### src/rtl/pep_batch_sched.sv
// PBS slot allocator and batch scheduler: hands out free slot ids, queues them in
// allocation order, and issues them to the PBS pipe in batches, one batch in flight.
module pep_batch_sched #(
    parameter int TOTAL_PBS_NB = 27,
    parameter int BATCH_PBS_NB = 18,
    parameter int GRAM_NB      = 3,
    parameter int TIMEOUT      = 64,
    localparam int PID_W = $clog2(TOTAL_PBS_NB),
    localparam int GID_W = $clog2(GRAM_NB),
    localparam int CNT_W = $clog2(TOTAL_PBS_NB + 1)
) (
    input  logic             clk,
    input  logic             a_rst,
    input  logic             req_vld,
    output logic             req_rdy,
    output logic [PID_W-1:0] req_pid,
    output logic             bid_vld,
    input  logic             bid_rdy,
    output logic [PID_W-1:0] bid_pid,
    output logic [GID_W-1:0] bid_gid,
    output logic             bid_last,
    input  logic             batch_done,
    input  logic             rel_vld,
    input  logic [PID_W-1:0] rel_pid,
    input  logic             flush,
    output logic [CNT_W-1:0] free_cnt,
    output logic [CNT_W-1:0] pend_cnt,
    output logic             rel_err
);

    localparam int TMR_W = $clog2(TIMEOUT + 1);

    typedef enum logic [1:0] {
        IDLE,
        ISSUE,
        WAIT_DONE
    } state_t;

    state_t                  state;
    logic [TOTAL_PBS_NB-1:0] free_map;
    logic [TOTAL_PBS_NB-1:0] pend_map;
    logic [PID_W-1:0]        fifo_mem [TOTAL_PBS_NB];
    logic [PID_W-1:0]        wr_ptr;
    logic [PID_W-1:0]        rd_ptr;
    logic [CNT_W-1:0]        bsize;
    logic [CNT_W-1:0]        pos;
    logic [GID_W-1:0]        gid;
    logic [TMR_W-1:0]        timer;

    logic                    alloc;
    logic                    pop;
    logic                    rel_in_range;
    logic                    rel_ok;
    logic                    trig;
    logic [TOTAL_PBS_NB-1:0] alloc_mask;
    logic [TOTAL_PBS_NB-1:0] rel_mask;
    logic [TOTAL_PBS_NB-1:0] pop_mask;

    function automatic logic [PID_W-1:0] ptr_inc(input logic [PID_W-1:0] p);
        return (p == PID_W'(TOTAL_PBS_NB - 1)) ? '0 : p + 1'b1;
    endfunction

    function automatic logic [GID_W-1:0] gid_inc(input logic [GID_W-1:0] g);
        return (g == GID_W'(GRAM_NB - 1)) ? '0 : g + 1'b1;
    endfunction

    assign req_rdy = |free_map;

    // NOTE: every variable written in always_comb gets a default first, so no latch is inferred.
    always_comb begin
        req_pid = '0;
        for (int i = TOTAL_PBS_NB - 1; i >= 0; i--) begin
            if (free_map[i]) req_pid = PID_W'(i);
        end
    end

    assign alloc        = req_vld & req_rdy;
    assign pop          = bid_vld & bid_rdy;
    assign rel_in_range = (32'(rel_pid) < 32'(TOTAL_PBS_NB));
    // Only an allocated slot that has already left the pending queue may be released.
    assign rel_ok       = rel_vld & rel_in_range & ~free_map[rel_pid] & ~pend_map[rel_pid];

    always_comb begin
        alloc_mask = '0;
        rel_mask   = '0;
        pop_mask   = '0;
        if (alloc)  alloc_mask[req_pid] = 1'b1;
        if (rel_ok) rel_mask[rel_pid]   = 1'b1;
        if (pop)    pop_mask[bid_pid]   = 1'b1;
    end

    assign bid_pid  = fifo_mem[rd_ptr];
    assign bid_gid  = gid;
    assign bid_last = bid_vld & (pos == bsize - CNT_W'(1));

    assign trig = (pend_cnt >= CNT_W'(BATCH_PBS_NB)) ||
                  ((pend_cnt != '0) && ((timer == TMR_W'(TIMEOUT)) || flush));

    // NOTE: the queue storage carries no reset; the pointers and pend_cnt define what is valid.
    always_ff @(posedge clk) begin
        if (alloc) fifo_mem[wr_ptr] <= req_pid;
    end

    // NOTE: sequential state is updated with non-blocking assignments only.
    always_ff @(posedge clk or posedge a_rst) begin
        if (a_rst) begin
            free_map <= '1;
            pend_map <= '0;
            wr_ptr   <= '0;
            rd_ptr   <= '0;
            free_cnt <= CNT_W'(TOTAL_PBS_NB);
            pend_cnt <= '0;
            rel_err  <= 1'b0;
        end else begin
            // Allocation sees the pre-release bitmap, so a slot freed now is not reused now.
            free_map <= (free_map & ~alloc_mask) | rel_mask;
            pend_map <= (pend_map | alloc_mask) & ~pop_mask;
            if (alloc) wr_ptr <= ptr_inc(wr_ptr);
            if (pop)   rd_ptr <= ptr_inc(rd_ptr);
            free_cnt <= free_cnt - CNT_W'(alloc) + CNT_W'(rel_ok);
            pend_cnt <= pend_cnt + CNT_W'(alloc) - CNT_W'(pop);
            rel_err  <= rel_vld & ~rel_ok;
        end
    end

    always_ff @(posedge clk or posedge a_rst) begin
        if (a_rst) begin
            state   <= IDLE;
            bid_vld <= 1'b0;
            bsize   <= '0;
            pos     <= '0;
            gid     <= '0;
            timer   <= '0;
        end else begin
            case (state)
                IDLE: begin
                    if (trig) begin
                        state   <= ISSUE;
                        bid_vld <= 1'b1;
                        bsize   <= (pend_cnt >= CNT_W'(BATCH_PBS_NB)) ? CNT_W'(BATCH_PBS_NB) : pend_cnt;
                        pos     <= '0;
                        gid     <= '0;
                        timer   <= '0;
                    end else if (pend_cnt == '0) begin
                        timer <= '0;
                    end else if (timer != TMR_W'(TIMEOUT)) begin
                        timer <= timer + TMR_W'(1);
                    end
                end
                ISSUE: begin
                    if (bid_rdy) begin
                        if (bid_last) begin
                            state   <= WAIT_DONE;
                            bid_vld <= 1'b0;
                        end else begin
                            pos <= pos + CNT_W'(1);
                            gid <= gid_inc(gid);
                        end
                    end
                end
                WAIT_DONE: begin
                    if (batch_done) state <= IDLE;
                end
                default: begin
                    state   <= IDLE;
                    bid_vld <= 1'b0;
                end
            endcase
        end
    end

endmodule

### config.mk
export PLATFORM = sky130hd
export DESIGN_NAME = pep_batch_sched
export DESIGN_NICKNAME = d
export VERILOG_FILES = /design/src/rtl/pep_batch_sched.sv
export SDC_FILE = /design/constraint.sdc
export NUM_CORES = 1
export LEC_CHECK = 0
export BUFFER_PORTS_ARGS = -buffer_cell sky130_fd_sc_hd__clkbuf_2
export CORE_MARGIN = 2
export CORE_UTILIZATION = 59
export DETAILED_ROUTE_END_ITERATION = 10
export PLACE_DENSITY_LB_ADDON = 0.05
export SYNTH_ARGS = -nofsm -noshare
export SYNTH_HDL_FRONTEND = slang
export SYNTH_SLANG_ARGS = --single-unit
### constraint.sdc
create_clock -name clk -period 10.34 [get_ports clk]
set_clock_uncertainty 0.05 [all_clocks]
set_input_delay 2.068 -clock clk [delete_from_list [all_inputs] [get_ports clk]]
set_output_delay 2.068 -clock clk [all_outputs]
set_load 0.05 [all_outputs]
# Yosys cells after proc, flatten, opt, wreduce, memory -nomap -nowiden
# Memories as Yosys holds them, arrays and structs flattened.
# Cells that the tools add are included.
[totals]
register_bits = 97
latchBits = 0
ramBits = 135
mem_bits_ro = 0
in_bits = 12
out_inout_bits = 26
wordCells = 145
memories = 1
[op_classes]
addsub = 10
multipliers = 0
div_mod_pow = 0
n_lt_le_gt_ge = 8
n_eq_ne = 13
shifts = 0
muxes = 66
bitwise = 17
reduce_logical = 17
[mem_list]
columns = ["memory", "words", "width", "rd", "rd_ports_with_merged_regs", "write_ports", "line", "rtl"]
rows = [
  ["fifo_mem", 27, 5, 1, 0, 1, "42", "logic [PID_W-1:0] fifo_mem [TOTAL_PBS_NB];"],
]
[op_table]
columns = ["op", "count"]
rows = [
  ["5-bit 2-to-1 mux", 33],
  ["27-bit 2-to-1 mux", 3],
  ["27-bit bitwise AND", 2],
  ["27-bit inverter", 2],
  ["27-bit OR", 2],
  ["27-bit OR reduction", 1],
  ["7-bit 2-to-1 mux", 3],
  ["5-bit by 6-bit less-than comparator with 1-bit output, second input constant", 3],
  ["2-bit 2-to-1 mux", 8],
  ["5-bit by 1-bit adder with 5-bit output, second input constant", 3],
  ["1-bit demux with 5-bit select", 3],
  ["5-bit by 1-bit >= comparator with 1-bit output, second input constant", 3],
  ["4-bit AND reduction", 3],
  ["5-bit by 1-bit adder with 5-bit output", 2],
  ["1-bit binary-select mux with 5-bit select", 2],
  ["5-bit == test, second input constant", 2],
  ["1-bit 2-to-1 mux", 10],
  ["2-bit inequality test, second input constant", 5],
  ["5-bit case mux with 2 select lines", 1],
  ["5-bit by 1-bit subtractor with 5-bit output", 2],
  ["7-bit by 1-bit adder with 7-bit output, second input constant", 1],
  ["1-bit bitwise AND", 7],
  ["7-bit == test, second input constant", 1],
  ["7-bit inequality test, second input constant", 1],
  ["19 further kinds", 28],
]

# Logic depth before layout (Yosys ltp)
[logic_depth]
depth_word = 35
depth_mapped = 17
depth_no_buf = 15

# Least setup slack after synthesis
# No wires, ideal clock.
[synth_path]
path_kind = "flip-flop to output port"
from = "register free_map[3]"
to = "output req_pid[4]"
t_arrival_ns = 3.645
t_required_ns = 8.222
setup_slack_ns = 4.577
path_stages_with_launch = 5
n_path_buf = 1
cell_sequence = "dfstp_2 buf_2 or4_4 nor4_4 a21boi_0"
[synth_between]
elab_chain_len = 4
[synth_lines]
columns = ["element", "line", "rtl"]
rows = [
  ["start: declaration", "40", "logic [TOTAL_PBS_NB-1:0] free_map;"],
  ["start signal: assignment", "116", "free_map <= (free_map & ~alloc_mask) | rel_mask;"],
  ["5-bit 2-to-1 mux (4 in series)", "73", "if (free_map[i]) req_pid = PID_W'(i);"],
  ["end: declaration", "16", "output logic [PID_W-1:0] req_pid,"],
]
# Every way passes these cells.

# Worst setup path in the final report
[layout_path]
from = "register free_map[23]"
to = "output req_pid[1]"
[layout_between]
elab_chain_len = 24
[layout_lines]
columns = ["element", "line"]
rows = [
  ["5-bit 2-to-1 mux (24 in series)", "73"],
]
# Every way passes these cells.

==> flow_summary.json <==
{
  "status": "finished, final reports clean",
  "fp.dieH_um": 141.2,
  "reg2reg_to": "free_cnt[4]$_DFF_PP1_",
  "synthAdderAreaFrac": 0.03177,
  "min_path_cells": 1,
  "h-tree-depth": 1,
  "drt_pass1_iterations": 5,
  "vias": 7702,
  "drc": 0,
  "cts_hold_buf": 0,
  "muxShareOfSynthArea": 0.07854,
  "gr-usage-all-layers": 0.2804,
  "tightest_slew_ns": 0.8591,
  "ys.flop_type": "edfxtp_1",
  "place_ws_ns": 5.053,
  "synth_warnings": 0,
  "drt_iter0_markers": 703,
  "post_cts_buffers": 0,
  "synth_compound_gate_area_share": 0.1229,
  "grt_pass1_vias": 7517,
  "die_area_um2": 19930,
  "fin_nets": 990,
  "cap_violations": 0,
  "p_leak_nw": 4.691,
  "die_w_um": 141.2,
  "min-delay-start": "pend_map[23]$_DFF_PP0_",
  "yosys.cell_types.count": 83,
  "antenna_cells": 0,
  "io_pins": 38,
  "critical_path_class": "reg2out",
  "routed_wl_um": 27220,
  "ff2ff_setup_slack_ns": 6.82,
  "synthSimpleGateAreaFrac": 0.1346,
  "grt_remaining_overflow": 0,
  "fmax_ghz": 0.1842,
  "coreArea_um2": 18580,
  "synthToLayoutAreaGrowth_pct": 11.73,
  "cts_resized": 0,
  "layout_common_cells": "edfxtp_1, nor2_1, dfrtp_1, nand2_1, a21oi_1",
  "hpwl_um": 18730,
  "cts_made_buffers": 25,
  "crit_path_end_kind": "primary output",
  "worstHoldPathType": "reg2reg",
  "grt_max_degree": 61,
  "synth_top_family_by_area": "simple AND/OR/NAND/NOR gates",
  "final_antenna_net_count": 0,
  "critPathMaxFanout": 29,
  "cts_tree": "built",
  "antenna_found_initial": 0,
  "maxSlewViolCount": 0,
  "ys_ff_latch": 232,
  "holdPathEnd": "pend_map[23]$_DFF_PP0_",
  "hold_violations": 0,
  "timing.final.crit_period_ns": 5.428,
  "clock_sinks": 232,
  "syn_inst": 910,
  "routabilityCongestion": 0.9126,
  "grt_setup_unrepaired": "false",
  "rows": 50,
  "syn_area_um2": 11100,
  "required_ns": 8.22,
  "final.setup.worst_slack_ns": 4.912,
  "drive_above_1_share": 0.1959,
  "async_flop_share": 0.4181,
  "synth_seq_area_share": 0.5872,
  "ctsRootBufferMaster": "clkbuf_16",
  "rr_startpoint": "free_map[7]$_DFF_PP1_",
  "r2r_cells": 14,
  "finalCritPeriodShare": 0.5250,
  "vias_per_cell": 6.397,
  "layout_commonest_cell": "edfxtp_1",
  "io_buffers": 37,
  "grt_pass1_wl_um": 42950,
  "syn_area_per_cell_um2": 12.20,
  "clk_latency_ns": 0.53,
  "critical_path_arrival_ns": 3.31,
  "setup_violations": 0,
  "ir_worst_vdd_v": 0.0003114,
  "start_util": 0.5976,
  "avgRoutedWirePerCell_um": 22.61,
  "cts.path.max_buffers": 3,
  "setup_tns_ns": 0,
  "maxSlewHeadroom": 0.4192,
  "power.density_nw_per_um2": 376.6,
  "clkTransAtPathRegs_ns": 0.06,
  "synth_edf_count": 135,
  "synth_xor_area_frac": 0.01025,
  "startpoint_type": "register",
  "syn-num-nets": 949
}
==> cell families after synthesis <==
logic type      count (synthesis)
flops                         232
buf+inv                        89
compound gates                198
xor+xnor                       13
fa+ha+maj                      27
mux                            58
simple gates                  293
==> power by group <==
part	internal [mW]	switching, mW
Clock	0.585	0.366
Combinational	0.655	1.45
Sequential	1.42	0.193
==> final cells by class <==
type | instances | area, um2
Sequential cell | 232 | 6521
Fill cell | 1348 | 6173
Multi-Input combinational cell | 589 | 4229
Clock buffer | 37 | 720.7
Tap cell | 234 | 292.8
Timing Repair Buffer | 47 | 260.3
Inverter | 56 | 215.2
Clock inverter | 9 | 167.7
==> metrics by stage <==
stage          instances  instance area (um2)  total power [mW]    util  hold WS [ns]
2_1_floorplan        910                11100             3.074       -        0.4046
3_3_place_gp        1158                11520             3.655  0.6199        0.4409
3_5_place_dp        1158                11520             3.717  0.6199        0.4491
4_1_cts             1204                12410             4.669  0.6677        0.4612
5_1_grt             1204                12410             4.905  0.6677        0.4796
6_report            1204                12410             4.672  0.6677        0.4669
==> registers in the layout (all words and copies together) (netlist names), 7 cells and up <==
register / count
fifo_mem: 135
free_map: 27
pend_map: 27
timer: 7
==> how the worst max path moves through the flow <==
stage / from / to / slack [ns] / cells after the start
after floorplan: free_map[3]$_DFF_PP1_ / req_pid[4] / 4.58 / 4
after CTS: rd_ptr[1]$_DFFE_PP0P_ / bid_pid[3] / 4.94 / 6
final: free_map[23]$_DFF_PP1_ / req_pid[1] / 4.91 / 7
after global placement: rel_pid[1] / free_cnt[4]$_DFF_PP1_ / 5.16 / 16
after detailed placement: rel_pid[1] / free_cnt[4]$_DFF_PP1_ / 5.05 / 16
after global routing: rd_ptr[1]$_DFFE_PP0P_ / bid_pid[1] / 4.80 / 7
==> cells in the mapped netlist (11+ instances only) <==
library cell,instances,share of area
a21oi_1,53,0.024
buf_2,14,0.0063
dfrtp_1,66,0.15
dfstp_2,31,0.073
edfxtp_1,135,0.37
ha_1,25,0.028
inv_1,52,0.018
mux2_2,11,0.011
mux2i_1,23,0.021
mux4_2,22,0.045
nand2_1,62,0.021
nand2b_1,15,0.0085
nand3_1,21,0.0095
nor2_1,86,0.029
nor3_1,30,0.014
o21ai_0,45,0.020
o31ai_1,11,0.0074
==> critical path, cell delays in order (launching register included) <==
cell,delay [ns]
dfstp_2,0.39
or4_1,0.52
o221ai_1,0.35
a21oi_1,0.22
o41ai_4,0.65
inv_1,0.10
buf_4,0.26
clkbuf_2,0.28
==> metal layers <==
metal | vias up | track usage | wire length [um]
met5 | - | 0 | 0
met4 | 0 | 0.1011 | 921
met3 | 68 | 0.03668 | 1430
met2 | 271 | 0.4696 | 13480
met1 | 3867 | 0.3806 | 11380
li1 | 3496 | - | -
Power figures use the tool's default switching activity.
